File: config.mk
export PLATFORM = sky130hd
export DESIGN_NAME = fetch_stage
export DESIGN_NICKNAME = d
export VERILOG_FILES = /design/src/rtl/mips_pkg.sv /design/src/rtl/fetch_skid_buf.sv /design/src/rtl/fetch_stage.sv
export SDC_FILE = /design/constraint.sdc
export NUM_CORES = 1
export LEC_CHECK = 0
export BUFFER_PORTS_ARGS = -buffer_cell sky130_fd_sc_hd__buf_2
export CORE_MARGIN = 5
export CORE_UTILIZATION = 50
export DETAILED_ROUTE_END_ITERATION = 16
export GPL_TIMING_DRIVEN = 0
export HOLD_SLACK_MARGIN = 0.12
export PLACE_DENSITY_LB_ADDON = 0.3
export SETUP_SLACK_MARGIN = 0.5
export SLEW_MARGIN = 10
export SYNTH_ARGS = -nofsm -noshare
export SYNTH_HDL_FRONTEND = slang
export SYNTH_SLANG_ARGS = --single-unit
File: constraint.sdc
create_clock -name clk -period 2.4 [get_ports clk]
set_input_delay 0.12 -clock clk [delete_from_list [all_inputs] [get_ports clk]]
set_output_delay 0.12 -clock clk [all_outputs]
set_load 0.05 [all_outputs]
File: src/rtl/mips_pkg.sv
// Shared MIPS constants: instruction encodings, field positions and
// the fetch-stage state encoding.
package mips_pkg;

   localparam logic [31:0] NOP_INSTR = 32'h0000_0000;   // SLL r0,r0,0

   localparam logic [5:0] FUNC_ADD = 6'b100000;
   localparam logic [5:0] FUNC_SUB = 6'b100010;
   localparam logic [5:0] FUNC_AND = 6'b100100;
   localparam logic [5:0] FUNC_OR  = 6'b100101;
   localparam logic [5:0] FUNC_NOR = 6'b100111;
   localparam logic [5:0] FUNC_SLL = 6'b000000;
   localparam logic [5:0] FUNC_SRL = 6'b000010;
   localparam logic [5:0] FUNC_SRA = 6'b000011;
   localparam logic [5:0] FUNC_SLT = 6'b101010;
   localparam logic [5:0] FUNC_JR  = 6'b001000;
   localparam logic [5:0] OP_RTYPE = 6'b000000;

   localparam int OP_HI  = 31;
   localparam int OP_LO  = 26;
   localparam int RS_HI  = 25;
   localparam int RS_LO  = 21;
   localparam int RT_HI  = 20;
   localparam int RT_LO  = 16;
   localparam int RD_HI  = 15;
   localparam int RD_LO  = 11;
   localparam int SH_HI  = 10;
   localparam int SH_LO  = 6;
   localparam int FN_HI  = 5;
   localparam int FN_LO  = 0;
   localparam int IMM_HI = 15;
   localparam int IMM_LO = 0;

   localparam logic [0:0] FETCH_ST = 1'b0;
   localparam logic [0:0] KILL_ST  = 1'b1;

   typedef struct packed {
      logic [5:0] op;
      logic [4:0] rs;
      logic [4:0] rt;
      logic [4:0] rd;
      logic [4:0] shamt;
      logic [5:0] func;
   } rtype_t;

endpackage

File: src/rtl/fetch_skid_buf.sv
// One-entry holding register for a fetched word that arrived while
// decode was stalled.
module fetch_skid_buf
   import mips_pkg::*;
#(
   parameter int PC_WIDTH = 32
) (
   input  logic                clk,
   input  logic                reset,
   input  logic                load,
   input  logic                drain,
   input  logic                clear,
   input  logic [31:0]         load_word,
   input  logic [PC_WIDTH-1:0] load_pc4,
   output logic                full,
   output logic [31:0]         word,
   output logic [PC_WIDTH-1:0] pc4
);

   logic                full_reg;
   logic [31:0]         word_reg;
   logic [PC_WIDTH-1:0] pc4_reg;

   always_ff @(posedge clk) begin
      if (reset || clear) begin
         full_reg <= 1'b0;
         word_reg <= NOP_INSTR;
         pc4_reg  <= '0;
      end else if (load) begin
         full_reg <= 1'b1;
         word_reg <= load_word;
         pc4_reg  <= load_pc4;
      end else if (drain) begin
         full_reg <= 1'b0;
      end
   end

   assign full = full_reg;
   assign word = word_reg;
   assign pc4  = pc4_reg;

endmodule

File: src/rtl/fetch_stage.sv
// Instruction fetch + IF/ID register: owns the PC, handshakes with
// instruction memory, absorbs stalls via a skid entry, squashes on redirect.
module fetch_stage #(
   parameter int                  PC_WIDTH  = 32,
   parameter logic [PC_WIDTH-1:0] RESET_PC  = '0,
   parameter logic [31:0]         NOP_INSTR = mips_pkg::NOP_INSTR
) (
   input  logic                clk,
   input  logic                reset,
   input  logic                stall,
   input  logic                redirect,
   input  logic [PC_WIDTH-1:0] redirect_pc,
   output logic                imem_req,
   output logic [PC_WIDTH-1:0] imem_addr,
   input  logic                imem_ready,
   input  logic [31:0]         imem_rdata,
   output logic                id_valid,
   output logic [31:0]         instr,
   output logic [5:0]          op,
   output logic [5:0]          func,
   output logic [4:0]          rs,
   output logic [4:0]          rt,
   output logic [4:0]          rd,
   output logic [4:0]          shamt,
   output logic [15:0]         imm,
   output logic [PC_WIDTH-1:0] pc_plus4
);
   import mips_pkg::*;

   logic [PC_WIDTH-1:0] pc_reg;
   logic [PC_WIDTH-1:0] target_reg;
   logic [PC_WIDTH-1:0] pc_plus4_reg;
   logic [31:0]         instr_reg;
   logic                id_valid_reg;
   logic [0:0]          state_reg;

   logic [PC_WIDTH-1:0] pc_next4;
   logic [PC_WIDTH-1:0] redirect_aligned;
   logic                fire;
   logic                skid_full;
   logic                skid_load;
   logic                skid_drain;
   logic [31:0]         skid_word;
   logic [PC_WIDTH-1:0] skid_pc4;
   logic                unused_bits;
   rtype_t              fields;

   assign unused_bits      = &{1'b0, redirect_pc[1:0]};
   assign redirect_aligned = {redirect_pc[PC_WIDTH-1:2], 2'b00};
   assign pc_next4         = pc_reg + PC_WIDTH'(4);

   // In KILL the old request is still outstanding and must be held until accepted.
   assign imem_req  = !reset && ((state_reg == KILL_ST) || !skid_full);
   assign imem_addr = pc_reg;
   assign fire      = imem_req && imem_ready;

   assign skid_load  = !redirect && (state_reg == FETCH_ST) && fire && stall;
   assign skid_drain = !redirect && (state_reg == FETCH_ST) && skid_full && !stall;

   fetch_skid_buf #(
      .PC_WIDTH (PC_WIDTH)
   ) u_skid (
      .clk       (clk),
      .reset     (reset),
      .load      (skid_load),
      .drain     (skid_drain),
      .clear     (redirect),
      .load_word (imem_rdata),
      .load_pc4  (pc_next4),
      .full      (skid_full),
      .word      (skid_word),
      .pc4       (skid_pc4)
   );

   always_ff @(posedge clk) begin
      if (reset) begin
         pc_reg       <= RESET_PC;
         target_reg   <= '0;
         pc_plus4_reg <= '0;
         instr_reg    <= NOP_INSTR;
         id_valid_reg <= 1'b0;
         state_reg    <= FETCH_ST;
      end else if (redirect) begin
         instr_reg    <= NOP_INSTR;
         id_valid_reg <= 1'b0;
         if (imem_req && !imem_ready) begin
            state_reg  <= KILL_ST;
            target_reg <= redirect_aligned;
         end else begin
            state_reg <= FETCH_ST;
            pc_reg    <= redirect_aligned;
         end
      end else if (state_reg == KILL_ST) begin
         // The word returned here belongs to the squashed path.
         if (imem_ready) begin
            pc_reg    <= target_reg;
            state_reg <= FETCH_ST;
         end
      end else if (skid_full) begin
         if (!stall) begin
            instr_reg    <= skid_word;
            pc_plus4_reg <= skid_pc4;
            id_valid_reg <= 1'b1;
         end
      end else if (fire) begin
         pc_reg <= pc_next4;
         if (!stall) begin
            instr_reg    <= imem_rdata;
            pc_plus4_reg <= pc_next4;
            id_valid_reg <= 1'b1;
         end
      end
   end

   assign fields   = rtype_t'(instr_reg);
   assign instr    = instr_reg;
   assign id_valid = id_valid_reg;
   assign pc_plus4 = pc_plus4_reg;
   assign op       = fields.op;
   assign rs       = fields.rs;
   assign rt       = fields.rt;
   assign rd       = fields.rd;
   assign shamt    = fields.shamt;
   assign func     = fields.func;
   assign imm      = instr_reg[IMM_HI:IMM_LO];

endmodule

## Word level (Yosys, flattened, before mapping)

Index checks and enable logic that the tools add are counted.

| word-level totals | value |
|---|---|
| register bits after elaboration | 193 |

| operators by class | value |
|---|---|
| muxes and demuxes | 23 |
| bitwise gates (word level) | 2 |
| reduce and logical (&&, ||, !) cells | 24 |
| $add $sub $neg | 1 |
| equal/unequal tests | 5 |

Operators by type and width:

| operator | count |
|---|---|
| 32-bit 2-to-1 mux | 14 |
| 32-bit by 3-bit adder with 32-bit output (second input constant) | 1 |
| 1-bit 2-to-1 mux | 9 |
| 1-bit logical AND | 8 |
| 4-bit AND reduction | 2 |
| 2-bit inequality test (second input constant) | 3 |
| 3-bit inequality test (second input constant) | 2 |
| 1-bit zero test | 5 |
| 5-bit AND reduction | 1 |
| 2-bit AND reduction | 2 |
| 2-bit nonzero test | 2 |
| 3-bit nonzero test | 1 |
| 1-bit logical OR | 2 |
| 1-bit NOT | 2 |
| 2-bit OR reduction | 1 |

## Depth between registers and ports, before layout

| logic depth | value |
|---|---|
| depth in word-level cells | 8 |
| depth in mapped cells | 9 |

## Hierarchy

From an unflattened synthesis, not the netlist that was laid out.

| second synthesis, totals | value |
|---|---|
| cells, all modules | 1106 |
| area, all modules | 9280.2 sq um |

Modules (own cells, without submodules):

| module | instances | cells each | sequential area each (sq um) | area each (sq um) |
|---|---|---|---|---|
| fetch_stage | 1 | 895 | 2522.4 | 6961.7 |
| fetch_skid_buf | 1 | 211 | 1301.2 | 2318.5 |

## Least setup slack after synthesis

No wires, ideal clock.

| timing path | value |
|---|---|
| path type | reg-to-reg |
| start point | reg pc_reg[3] (netlist: imem_addr[3]) |
| end point | reg pc_plus4_reg[18] (netlist: pc_plus4[18]) |
| arrival | 2.281 ns |
| period minus slack after synthesis | 2.413 ns |
| stages on the path, launching flop included | 8 |
| setup slack | -0.013 ns |
| data required time | 2.268 ns |
| path buffers | 1 |
| path through | dfxtp_1 ha_1 clkbuf_1 inv_1 nor4_4 a21boi_0 o311ai_0 a21oi_1 |

| between the ends | value |
|---|---|
| cells in the longest elaborated chain, start to end | 4 |

RTL lines:

| item | line | RTL |
|---|---|---|
| start, declared | fetch_stage.sv:30 | `logic [PC_WIDTH-1:0] pc_reg;` |
| start signal, assigned | fetch_stage.sv:91 | `pc_reg <= redirect_aligned;` |
| start signal, assigned | fetch_stage.sv:96 | `pc_reg <= target_reg;` |
| start signal, assigned | fetch_stage.sv:106 | `pc_reg <= pc_next4;` |
| 32-bit by 3-bit adder with 32-bit output | fetch_stage.sv:50 | `assign pc_next4 = pc_reg + PC_WIDTH'(4);` |
| 32-bit 2-to-1 mux | fetch_stage.sv:107 | `if (!stall) begin` |
| 32-bit 2-to-1 mux | fetch_stage.sv:105 | `end else if (fire) begin` |
| 32-bit 2-to-1 mux | fetch_stage.sv:99 | `end else if (skid_full) begin` |
| end signal, assigned | fetch_stage.sv:102 | `pc_plus4_reg <= skid_pc4;` |
| end signal, assigned | fetch_stage.sv:109 | `pc_plus4_reg <= pc_next4;` |
| end, declared | fetch_stage.sv:32 | `logic [PC_WIDTH-1:0] pc_plus4_reg;` |

Every way passes these cells. The select of a mux whose other input is x is not followed.
A chain may end at the register's enable or synchronous reset.

## Final worst setup path

| timing path | value |
|---|---|
| start point | reg pc_reg[8] (netlist: imem_addr[8]) |
| end point | reg pc_plus4_reg[26] (netlist: pc_plus4[26]) |

The elaborated chain is that of the path after synthesis.

==> impl_metrics.toml <==
[status]
status = "finished, final reports clean"

[sta]
fin_skew_ns = 0.0128
hold_violations = 0
rsz0062_at_grt = "true"
min_period_ns = 2.14
timing.slew.headroom_pct = 46.1
whs_ns = 0.278
setup_viol = 0
tightest_slew_ns = 0.809
slew_viol_final = 0
max_freq_mhz = 468
finalCritPeriodShare_pct = 89.0

[cts]
cts_sinks = 187
cts_tree = "built"
htreeDepth = 4
clk_path_buf_depth = 2
clk_latency_ns = 0.45
numCtsBuffers = 17
cts-root-buf = "clkbuf_16"
clk_pin_slew_ns = 0.07

[worst_setup_path]
worstPathRequired_ns = 2.76
startpoint_type = "register"
r2r-end = "pc_plus4[26]$_SDFFE_PP0P_"
cp_data_arrival_time_ns = 2.50
r2r_slack_ns = 0.26
worstSetupPathType = "register to register"
crit_fanout = 8
worst-r2r-cell-count = 7
worstSetupEndpointType = "register"
timing.rr.start = "imem_addr[8]$_SDFFE_PP0P_"

[floorplan]
core_area_um2 = 17900
fp.dieW_um = 145
top_level_ports = 215
die_area_um2 = 20900
rows = 49
dieHeight_um = 145
initial_core_util_pct = 50.6

[routing]
final_antenna_net_count = 0
first_pass_iters = 6
vias = 10529
remaining_drc_errors = 0
via_per_inst = 6.08
detail_route.wirelength_um = 35400
wl_per_cell_um = 20.5
drtIter0Drc = 1232

[worst_hold_path]
hold_end = "imem_addr[30]$_SDFFE_PP0P_"
hp-start = "imem_ready"
hold_depth = 5
hp-class = "input port to register"

[power_and_ir_drop]
p_per_area_nw_per_um2 = 571
pwr-share-seq_pct = 43.8
ir_drop_v = 0.000526
p_int_mw = 5.12
p_leak_nw = 5.45
clockPowerShare_pct = 37.0
swShare_pct = 32.4
pwr-share-comb_pct = 19.2
switchingPower_mw = 2.46

[synth]
synthFlopType = "dfxtp_1"
ys_top_cells_by_count = "nand2_1, dfxtp_1, a21oi_1"
synth_area_per_cell_um2 = 8.00
seq_area_frac_synth_pct = 41.3
async_flop_share_pct = 0
netlist-cell-type-count = 70
synthCells = 1132
synth-edff-count = 0
ys_ff_latch = 187
synth_area_um2 = 9050
synth.area.top_cells = "dfxtp_1, nand2_1, a21oi_1, a211oi_1, buf_4"
yosys_warnings = 0
synth.largest_area_cell = "dfxtp_1"
yosys.area.top_type_share_pct = 41.3
synth.most_common_cell = "nand2_1"

[placed_design]
gp_congestion = 0.935
dp_cells = 1571
portBuffers = 207
post-dp-hpwl_um = 22600

[grt]
overflow = 0
grt_pass1_vias = 9216
track_usage_pct = 29.7
grt_max_degree = 19
antenna_found_initial = 0
grt_pass1_wl_um = 48900

[finish]
drive_gt1_share_pct = 36.9
fin_nets = 1558
area_delta_synth_final_pct = 46.7
fin_cells = 1731

[job]
maxCapViolCount = 0
==> cell type report <==
type | instances | area, um^2
Sequential cell | 187 | 3820
Tap cell | 229 | 287
Buffer | 144 | 980
Fill cell | 1233 | 4620
Antenna cell | 1 | 2.50
Timing Repair Buffer | 334 | 2310
Clock buffer | 19 | 453
Inverter | 11 | 45.0
Multi-Input combinational cell | 793 | 5250
Clock inverter | 13 | 123
==> routing by layer <==
| layer | up-vias | routed length [um] | GRT usage [%] |
|---|---|---|---|
| met4 | 0 | 1540 | 11.6 |
| li1 | 4680 | - | - |
| met1 | 4907 | 13700 | 39.8 |
| met2 | 785 | 16200 | 47.4 |
| met5 | - | 0 | 0 |
| met3 | 157 | 3960 | 5.65 |
==> repair_timing <==
| item | 4_1_cts | 5_1_grt |
|---|---|---|
| hold buffers | 64 | 0 |
| setup buffers | 23 | 35 |
| hold endpoints to repair | 111 | 0 |
| cloned | 2 | 3 |
| gates resized for setup | 84 | 166 |
| pin swaps | 16 | 53 |
| endpoints found under the setup margin | 150 | 125 |
==> metrics by stage <==
stage               instance area, um^2  TNS [ns]  utilization [%]  setup WS (ns)  power (mW)
floorplan                          9230         0                -          0.422        4.16
global placement                  10600    -0.406             59.0         -0.102        4.52
detailed placement                10600    -0.161             59.0        -0.0641        4.53
CTS                               12400         0             69.0          0.374        7.38
global route                      13300         0             74.2          0.198        7.76
finish                            13300         0             74.2          0.263        7.58
==> placed cells by master (no fill, tap or decap), drive strengths merged, types with 10 or more instances in the layout <==
| cell | n |
|---|---|
| clkbuf | 84 |
| a211oi | 60 |
| and3 | 14 |
| nand4 | 12 |
| o21ai | 50 |
| inv | 17 |
| mux2i | 36 |
| xor2 | 10 |
| nand2 | 207 |
| a21oi | 107 |
| dfxtp | 187 |
| dlygate4sd3 | 64 |
| nor3 | 26 |
| a31oi | 14 |
| buf | 349 |
| nor4 | 16 |
| nand3 | 32 |
| nor2 | 97 |
==> power by group through the flow <==
| stage | clock, mW | sequential, mW | combinational (mW) |
|---|---|---|---|
| 2_1_floorplan | 0 | 3.56 | 0.597 |
| 5_1_grt | 2.91 | 3.33 | 1.53 |
| 3_5_place_dp | 0 | 3.37 | 1.16 |
| 4_1_cts | 2.78 | 3.30 | 1.31 |
| 6_report | 2.80 | 3.32 | 1.46 |
| 3_3_place_gp | 0 | 3.36 | 1.15 |
==> worst max-delay path, cell delays in order (launching register included) <==
cell     delay (ns)
dfxtp_4        0.44
nand4_1        0.18
or3_4          0.38
buf_8          0.14
nor4_4         0.29
buf_4          0.17
mux2_4         0.31
a31oi_4        0.15
==> worst max path at each step <==
| stage | from | to | depth (start not counted) |
|---|---|---|---|
| after floorplan | imem_addr[12]$_SDFFE_PP0P_ | pc_plus4[26]$_SDFFE_PP0P_ | 7 |
| after global placement | state_reg$_SDFF_PP0_ | pc_plus4[9]$_SDFFE_PP0P_ | 7 |
| after detailed placement | state_reg$_SDFF_PP0_ | pc_plus4[9]$_SDFFE_PP0P_ | 7 |
| after CTS | imem_addr[9]$_SDFFE_PP0P_ | pc_plus4[26]$_SDFFE_PP0P_ | 7 |
| after global routing | imem_addr[12]$_SDFFE_PP0P_ | imem_addr[21]$_SDFFE_PP0P_ | 7 |
| final | imem_addr[8]$_SDFFE_PP0P_ | pc_plus4[26]$_SDFFE_PP0P_ | 7 |
==> kinds of logic (layout without fill, tap and decap cells) <==
logic type	Yosys count	in the layout	synth area share [%]
AO/OA/AOI/OAI	296	296	20.9
XOR/XNOR	18	18	1.74
adder cells (fa/ha/maj)	1	1	0.138
buffers and inverters	155	521	8.89
flip-flops	187	187	41.3
multiplexers	37	37	4.10
other	1	5	0.0414
AND/OR/NAND/NOR	437	437	22.8
Power figures use the tool's default switching activity.
